<file path="config.mk">
export PLATFORM = sky130hd
export DESIGN_NAME = hazard_scoreboard
export DESIGN_NICKNAME = d
export VERILOG_FILES = /design/src/rtl/hazard_scoreboard.sv
export SDC_FILE = /design/constraint.sdc
export NUM_CORES = 1
export LEC_CHECK = 0
export ABC_CLOCK_PERIOD_IN_PS = 12030
export CORE_UTILIZATION = 55
export DETAILED_ROUTE_END_ITERATION = 8
export GPL_TIMING_DRIVEN = 0
export PLACE_DENSITY = 0.84
export SYNTH_ARGS = -nofsm -noshare
export SYNTH_HDL_FRONTEND = slang
export SYNTH_SLANG_ARGS = --single-unit
</file>
<file path="constraint.sdc">
create_clock -name clk -period 12.03 [get_ports clk]
set_input_delay 3.0075 -clock clk [delete_from_list [all_inputs] [get_ports clk]]
set_output_delay 3.0075 -clock clk [all_outputs]
set_load 0.05 [all_outputs]
</file>
<file path="src/rtl/hazard_scoreboard.sv">
// Hazard scoreboard beside the D stage: tracks in-flight destinations and Tnew,
// and produces the global stall, per-operand forward selects and HI/LO busy.
module hazard_scoreboard #(
  parameter int DEPTH   = 3,
  parameter int TW      = 2,
  parameter int SELW    = 2,
  parameter int MUL_LAT = 5,
  parameter int DIV_LAT = 10
) (
  input  logic            clk,
  input  logic            reset,
  input  logic [4:0]      d_rs,
  input  logic [4:0]      d_rt,
  input  logic [TW-1:0]   d_tuse_rs,
  input  logic [TW-1:0]   d_tuse_rt,
  input  logic            d_uses_md,
  input  logic            d_valid,
  input  logic [4:0]      d_dst,
  input  logic [TW-1:0]   d_tnew,
  input  logic            e_md_start,
  input  logic            e_md_is_div,
  output logic            stall,
  output logic [SELW-1:0] fwd_rs,
  output logic [SELW-1:0] fwd_rt,
  output logic            md_busy
);

  localparam int MAXLAT = (DIV_LAT > MUL_LAT) ? DIV_LAT : MUL_LAT;
  localparam int CW     = $clog2(MAXLAT + 1);

  logic [DEPTH-1:0]         valid_q, valid_d;
  logic [DEPTH-1:0][4:0]    dst_q, dst_d;
  logic [DEPTH-1:0][TW-1:0] tnew_q, tnew_d;
  logic [CW-1:0]            md_cnt_q, md_cnt_d;

  logic            rs_hit, rt_hit;
  logic [TW-1:0]   rs_tnew, rt_tnew;
  logic [SELW-1:0] rs_sel, rt_sel;
  logic            stall_rs, stall_rt, stall_md;

  // Scan oldest to youngest so the youngest match overwrites older ones.
  always_comb begin
    rs_hit  = 1'b0;
    rt_hit  = 1'b0;
    rs_tnew = '0;
    rt_tnew = '0;
    rs_sel  = '0;
    rt_sel  = '0;
    for (int i = DEPTH - 1; i >= 0; i--) begin
      if (valid_q[i] && (dst_q[i] == d_rs) && (d_rs != 5'd0)) begin
        rs_hit  = 1'b1;
        rs_tnew = tnew_q[i];
        rs_sel  = SELW'(i + 1);
      end
      if (valid_q[i] && (dst_q[i] == d_rt) && (d_rt != 5'd0)) begin
        rt_hit  = 1'b1;
        rt_tnew = tnew_q[i];
        rt_sel  = SELW'(i + 1);
      end
    end
  end

  assign md_busy  = (md_cnt_q != '0);
  assign stall_rs = rs_hit && (rs_tnew > d_tuse_rs);
  assign stall_rt = rt_hit && (rt_tnew > d_tuse_rt);
  assign stall_md = d_uses_md && (md_busy || e_md_start);
  assign stall    = stall_rs || stall_rt || stall_md;
  assign fwd_rs   = (rs_hit && (rs_tnew == '0)) ? rs_sel : '0;
  assign fwd_rt   = (rt_hit && (rt_tnew == '0)) ? rt_sel : '0;

  // Slot 0 takes a bubble while stalled; older slots keep draining.
  always_comb begin
    valid_d    = '0;
    dst_d      = '0;
    tnew_d     = '0;
    valid_d[0] = d_valid && !stall;
    dst_d[0]   = d_dst;
    tnew_d[0]  = d_tnew;
    for (int i = 1; i < DEPTH; i++) begin
      valid_d[i] = valid_q[i-1];
      dst_d[i]   = dst_q[i-1];
      tnew_d[i]  = (tnew_q[i-1] == '0) ? '0 : tnew_q[i-1] - TW'(1);
    end
  end

  always_comb begin
    md_cnt_d = md_cnt_q;
    if (e_md_start) begin
      md_cnt_d = e_md_is_div ? CW'(DIV_LAT) : CW'(MUL_LAT);
    end else if (md_cnt_q != '0) begin
      md_cnt_d = md_cnt_q - CW'(1);
    end
  end

  always_ff @(posedge clk) begin
    if (reset) begin
      valid_q  <= '0;
      dst_q    <= '0;
      tnew_q   <= '0;
      md_cnt_q <= '0;
    end else begin
      valid_q  <= valid_d;
      dst_q    <= dst_d;
      tnew_q   <= tnew_d;
      md_cnt_q <= md_cnt_d;
    end
  end

endmodule

</file>
After elaboration in Yosys (flattened, before gate mapping)
Index checks and enable logic that the tools add are counted.

Output and inout bits: 6. Memory bits (read-only): 0. Bits of input ports: 27. Register bits: 28. Word-level logic and storage cells: 74. Latch bits: 0. Memories kept: 0. RAM bits: 0.

Mux-type cells: 23. Multipliers: 0. Shift operators: 0. Bitwise gates (word level): 0. Reduce and logical (&&, ||, !) cells: 32. Div/mod/pow operators: 0. $lt $le $gt $ge: 2. Eq/ne operators: 6. Add/subtract/negate cells: 3.

Operators with widths (number): == test 5 bit (6); two-way mux 2 bit (14); logical AND 1 bit (18); two-way mux 4 bit (3); nonzero test 5 bit (2); logical NOT 2 bit (4); two-way mux 1 bit (6); greater-than comparator 2 bit (2); nonzero test 4 bit (1); OR reduction 2 bit (2); subtractor 2 x 1 -> 2 bit, second input constant (2); subtractor 4 x 1 -> 4 bit, second input constant (1); logical OR 1 bit (3); nonzero test 2 bit (1); logical NOT 1 bit (1).

Depth between registers and ports, before layout
Word-level depth: 12. Depth in mapped cells: 11. Gate-level depth less buffers: 11.

Least setup slack after synthesis
OpenSTA, ideal clock, no wires.

Path kind: input to output. From: input port d_rs[0]. To: output port stall. Arrival: 5.564 ns. Setup slack: 3.459 ns. Data required time: 9.022 ns. Path buffers: 1. Cell stages on the path: 10. Path through: or4_4 -> or2_4 -> and3_4 -> buf_6 -> o211ai_1 -> and2_1 -> ha_1 -> nand2_1 -> o21ai_0 -> o211ai_1.

Longest elaborated chain between the ends: 10. Elaborated cells on any way between the ends: 20. Those cells by class: 1 x order compare; 3 x eq/ne; 6 x mux; 10 x reduce/logical.

RTL lines: start: declaration (line 12) `input logic [4:0] d_rs,`; == test 5 bit (line 50) `if (valid_q[i] && (dst_q[i] == d_rs) && (d_rs != 5'd0)) begin`; logical AND 1 bit (2 in series) (line 50); two-way mux 2 bit (3 in series) (line 50); greater-than comparator 2 bit (line 64) `assign stall_rs = rs_hit && (rs_tnew > d_tuse_rs);`; logical AND 1 bit * (line 64); logical OR 1 bit * (2 in series) (line 67) `assign stall = stall_rs || stall_rt || stall_md;`; end: declaration (line 22) `output logic stall,`.

Every way passes the cells marked *; elsewhere a longest branch is shown, timed or not.

Worst setup path after layout
From: input port d_rs[3]. To: output port stall.

The elaborated chain is that of the path after synthesis.

==> impl_results.md <==
- Period Utilization, post-route: 79.0%
- HP Class: reg -> reg
- Routed length on met3: 200 um
- DRC errors left: 2
- Reg clk slew, reported paths: 140 ps
- Sum Neg Setup Slack: 0 ps
- DR vias: 1,488
- Die area: 3270 um^2
- CTS Hold Bufs: 0
- Wire per inst: 15.1 um
- Synth Area in Simple Gates: 27.5%
- I/O Pins: 33
- Rel. slew slack: 56.9%
- Pins over their slew limit: 0
- #FFs+latches synth: 28
- Worst hold start: tnew_q[0]
- CP cell instances: clkdlybuf4s50_1 > xor2_1 > nor4_1 > and3_4 > buf_6 > o211ai_1 > and2_1 > ha_1 > nor2b_1 > o21ai_0 > o211ai_1 > clkdlybuf4s50_1
- Synth Area in Compound Gates: 11.1%
- Worst reg2reg path depth: 10
- Port Buf Inserts: 30
- GPL Wtd Cong: 0.919
- Area Overhead vs Synth: 22.4%
- Latest clock arrival within the worst-skew pair: 340 ps
- Max Cap Viol: 0
- Max Freq: 105 MHz
- Mux share of post-synthesis cell area: 0%
- Post-detailed-route count of antenna-violating nets: 0
- Fin util: 72.5%
- WHS Path Cells: 1
- Post-synth EDFFs: 0
- Clock Skew: 7.33 ps
- Failing checks: design-rule violations
- R2r endpoint: valid_q[0]
- Final setup viols: 0
- Max clock buf depth: 2
- Number of gates resized after cts: 0
- Seq/Total Area, Yosys: 33.5%
- P_leak: 0.858 nW
- Core Region: 2830 um^2
- Top sig layer: met4
- N_diodes: 0
- Cell Area, Synth: 1680 um^2
- Initial Utilization: 59.2%
- Post-synth cell types: 35
- Status: finished with violations
- Largest family of logic cells by synthesized area: simple AND/OR/NAND/NOR gates
- Crit end category: output port
- Commonest cells after routing, fill and taps aside: 30 x clkdlybuf4s50_1, 28 x dfxtp_1, 21 x nor2b_1
- Fin crit period: 9500 ps
- WL met1: 1740 um
- GR Util All Layers: 25.7%
- Overflow after GRT: 0
- Synth async-reset ratio: 0%
- Initial drt markers: 84
- Avg Vias per Cell: 5.75
- WL final: 3920 um
- Die Height: 57.2 um
- Worst Hold End: tnew_q[2]
- Delay of the slowest critical-path stage: 820 ps
- Power Density: 95.6 nW/um^2
- Post-CTS Setup Bufs: 0
- Nets: 264
- Post-Synth Adder-Cell Area: 5.97%
- WP data required: 9020 ps
- Share of cells above drive strength 1: 4.82%
- DRT Pass-1 Iters: 6
- XOR/XNOR share of the synthesized area: 17.3%
- Commonest non-fill, non-tap cell in the layout: clkdlybuf4s50_1
- Largest net degree at the start of global routing: 16
- Vias in the first global route: 1,467
- Met2 wire length: 1900 um
- Hold Vio Cnt, Final: 0
- RSZ-0062 raised after global routing: false
- Worst slew pin tran: 641 ps
- VDD IR-drop max: 0.0856 mV
- Post-Syn Area per Cell: 8.64 um^2
- Die Width: 57.2 um
- Final instance area: 2050 um^2
- YS warnings: 0
- Area after DPL: 2010 um^2
- Clock sinks: 28
- Placed wire-length estimate: 3120 um
- Root Buffer: clkbuf_4
- Critical Path AT: 6490 ps
- Htree depth: 1
- Initial antenna violation count: 0
- Crit Path Class: in -> out
- Worst reg-to-reg setup slack: 9320 ps
- Crit path launch type: input pin
- Commonest register cell after synthesis: dfxtp_1
- Rows: 19
- Global-route wire length before repair: 6470 um
- CTS tree: done
- Reg-to-Reg Start: dst_d[14]
- Post-synth net total: 229
- CP max-delay cell: clkdlybuf4s50_1
- Num CTS Buffers: 3
- Crit-path max FO: 7
- Syn Inst Count: 194
## final cells by class
| cell class | count | area, um^2 |
|---|---|---|
| clock buffers | 4 | 36.3 |
| fillers | 222 | 778 |
| multi-input cells | 147 | 1040 |
| flip-flops and latches | 28 | 561 |
| repair buffers | 30 | 300 |
| well taps | 31 | 38.8 |
| plain buffers | 6 | 30.0 |
| inverters | 13 | 48.8 |
## layer usage
metal,track usage [%],vias to the layer above
li1,-,729
met1,32.2,691
met2,43.4,59
met3,4.31,9
met4,11.8,0
met5,0,-
## sequential cells by signal, indices dropped and copies added, names as in the netlist
register	cells
md_cnt_q	4
dst_q	5
dst_d	10
tnew_q	6
valid_q	3
## synth_stat cells (2+ instances only)
library cell,count,area [um^2]
nor3_1,9,45.0
xnor2_1,13,114
nand3_1,6,30.0
inv_1,13,48.8
o211ai_1,5,37.5
and2_1,4,25.0
xor2_1,20,175
nor2_1,8,30.0
nand4_1,4,25.0
nand2_1,12,45.0
dfxtp_1,28,561
ha_1,8,100
nor2b_1,21,131
nor4_1,5,31.3
nand2b_1,2,12.5
o21ai_0,5,25.0
or3_1,2,12.5
a21oi_1,5,25.0
a222oi_1,2,20.0
clkbuf_1,5,18.8
a211oi_1,3,22.5
## logic make-up after synthesis
family                   count (synthesis)
buffers and inverters                   19
flip-flops                              28
adder cells (fa/ha/maj)                  8
XOR/XNOR                                33
AO/OA/AOI/OAI                           26
AND/OR/NAND/NOR                         80
## critical path: cells and delay by family
family | cells | cell delay [ps]
buffers and inverters | 3 | 1460
AND/OR/NAND/NOR | 4 | 1120
AO/OA/AOI/OAI | 3 | 420
adder cells (fa/ha/maj) | 1 | 280
XOR/XNOR | 1 | 200
## worst max path at each step
stage | start | end | slack [ps] | cells after the start
4_1_cts | d_rs[0] | stall | 2550 | 12
2_1_floorplan | d_rs[0] | stall | 3460 | 10
3_3_place_gp | d_rs[0] | stall | 2610 | 12
3_5_place_dp | d_rs[0] | stall | 2560 | 12
5_1_grt | d_rs[4] | stall | 2260 | 12
6_report | d_rs[3] | stall | 2530 | 12
## report_power, final
group,switching [W],internal [W],total (W)
Combinational,0.0000237,0.0000230,0.0000466
Clock,0.0000285,0.0000186,0.0000470
Sequential,0.00000455,0.0000979,0.000102
Total,0.0000567,0.000139,0.000196
## metrics by stage
stage               setup WS, ps  hold WS [ps]  cells  total power (W)
floorplan                   3460           400    194         0.000132
detailed placement          2560           428    255         0.000151
CTS                         2550           448    259         0.000196
global placement            2610           407    255         0.000148
finish                      2530           448    259         0.000196
global route                2260           452    259         0.000205
(Power assumes the default switching activity.)
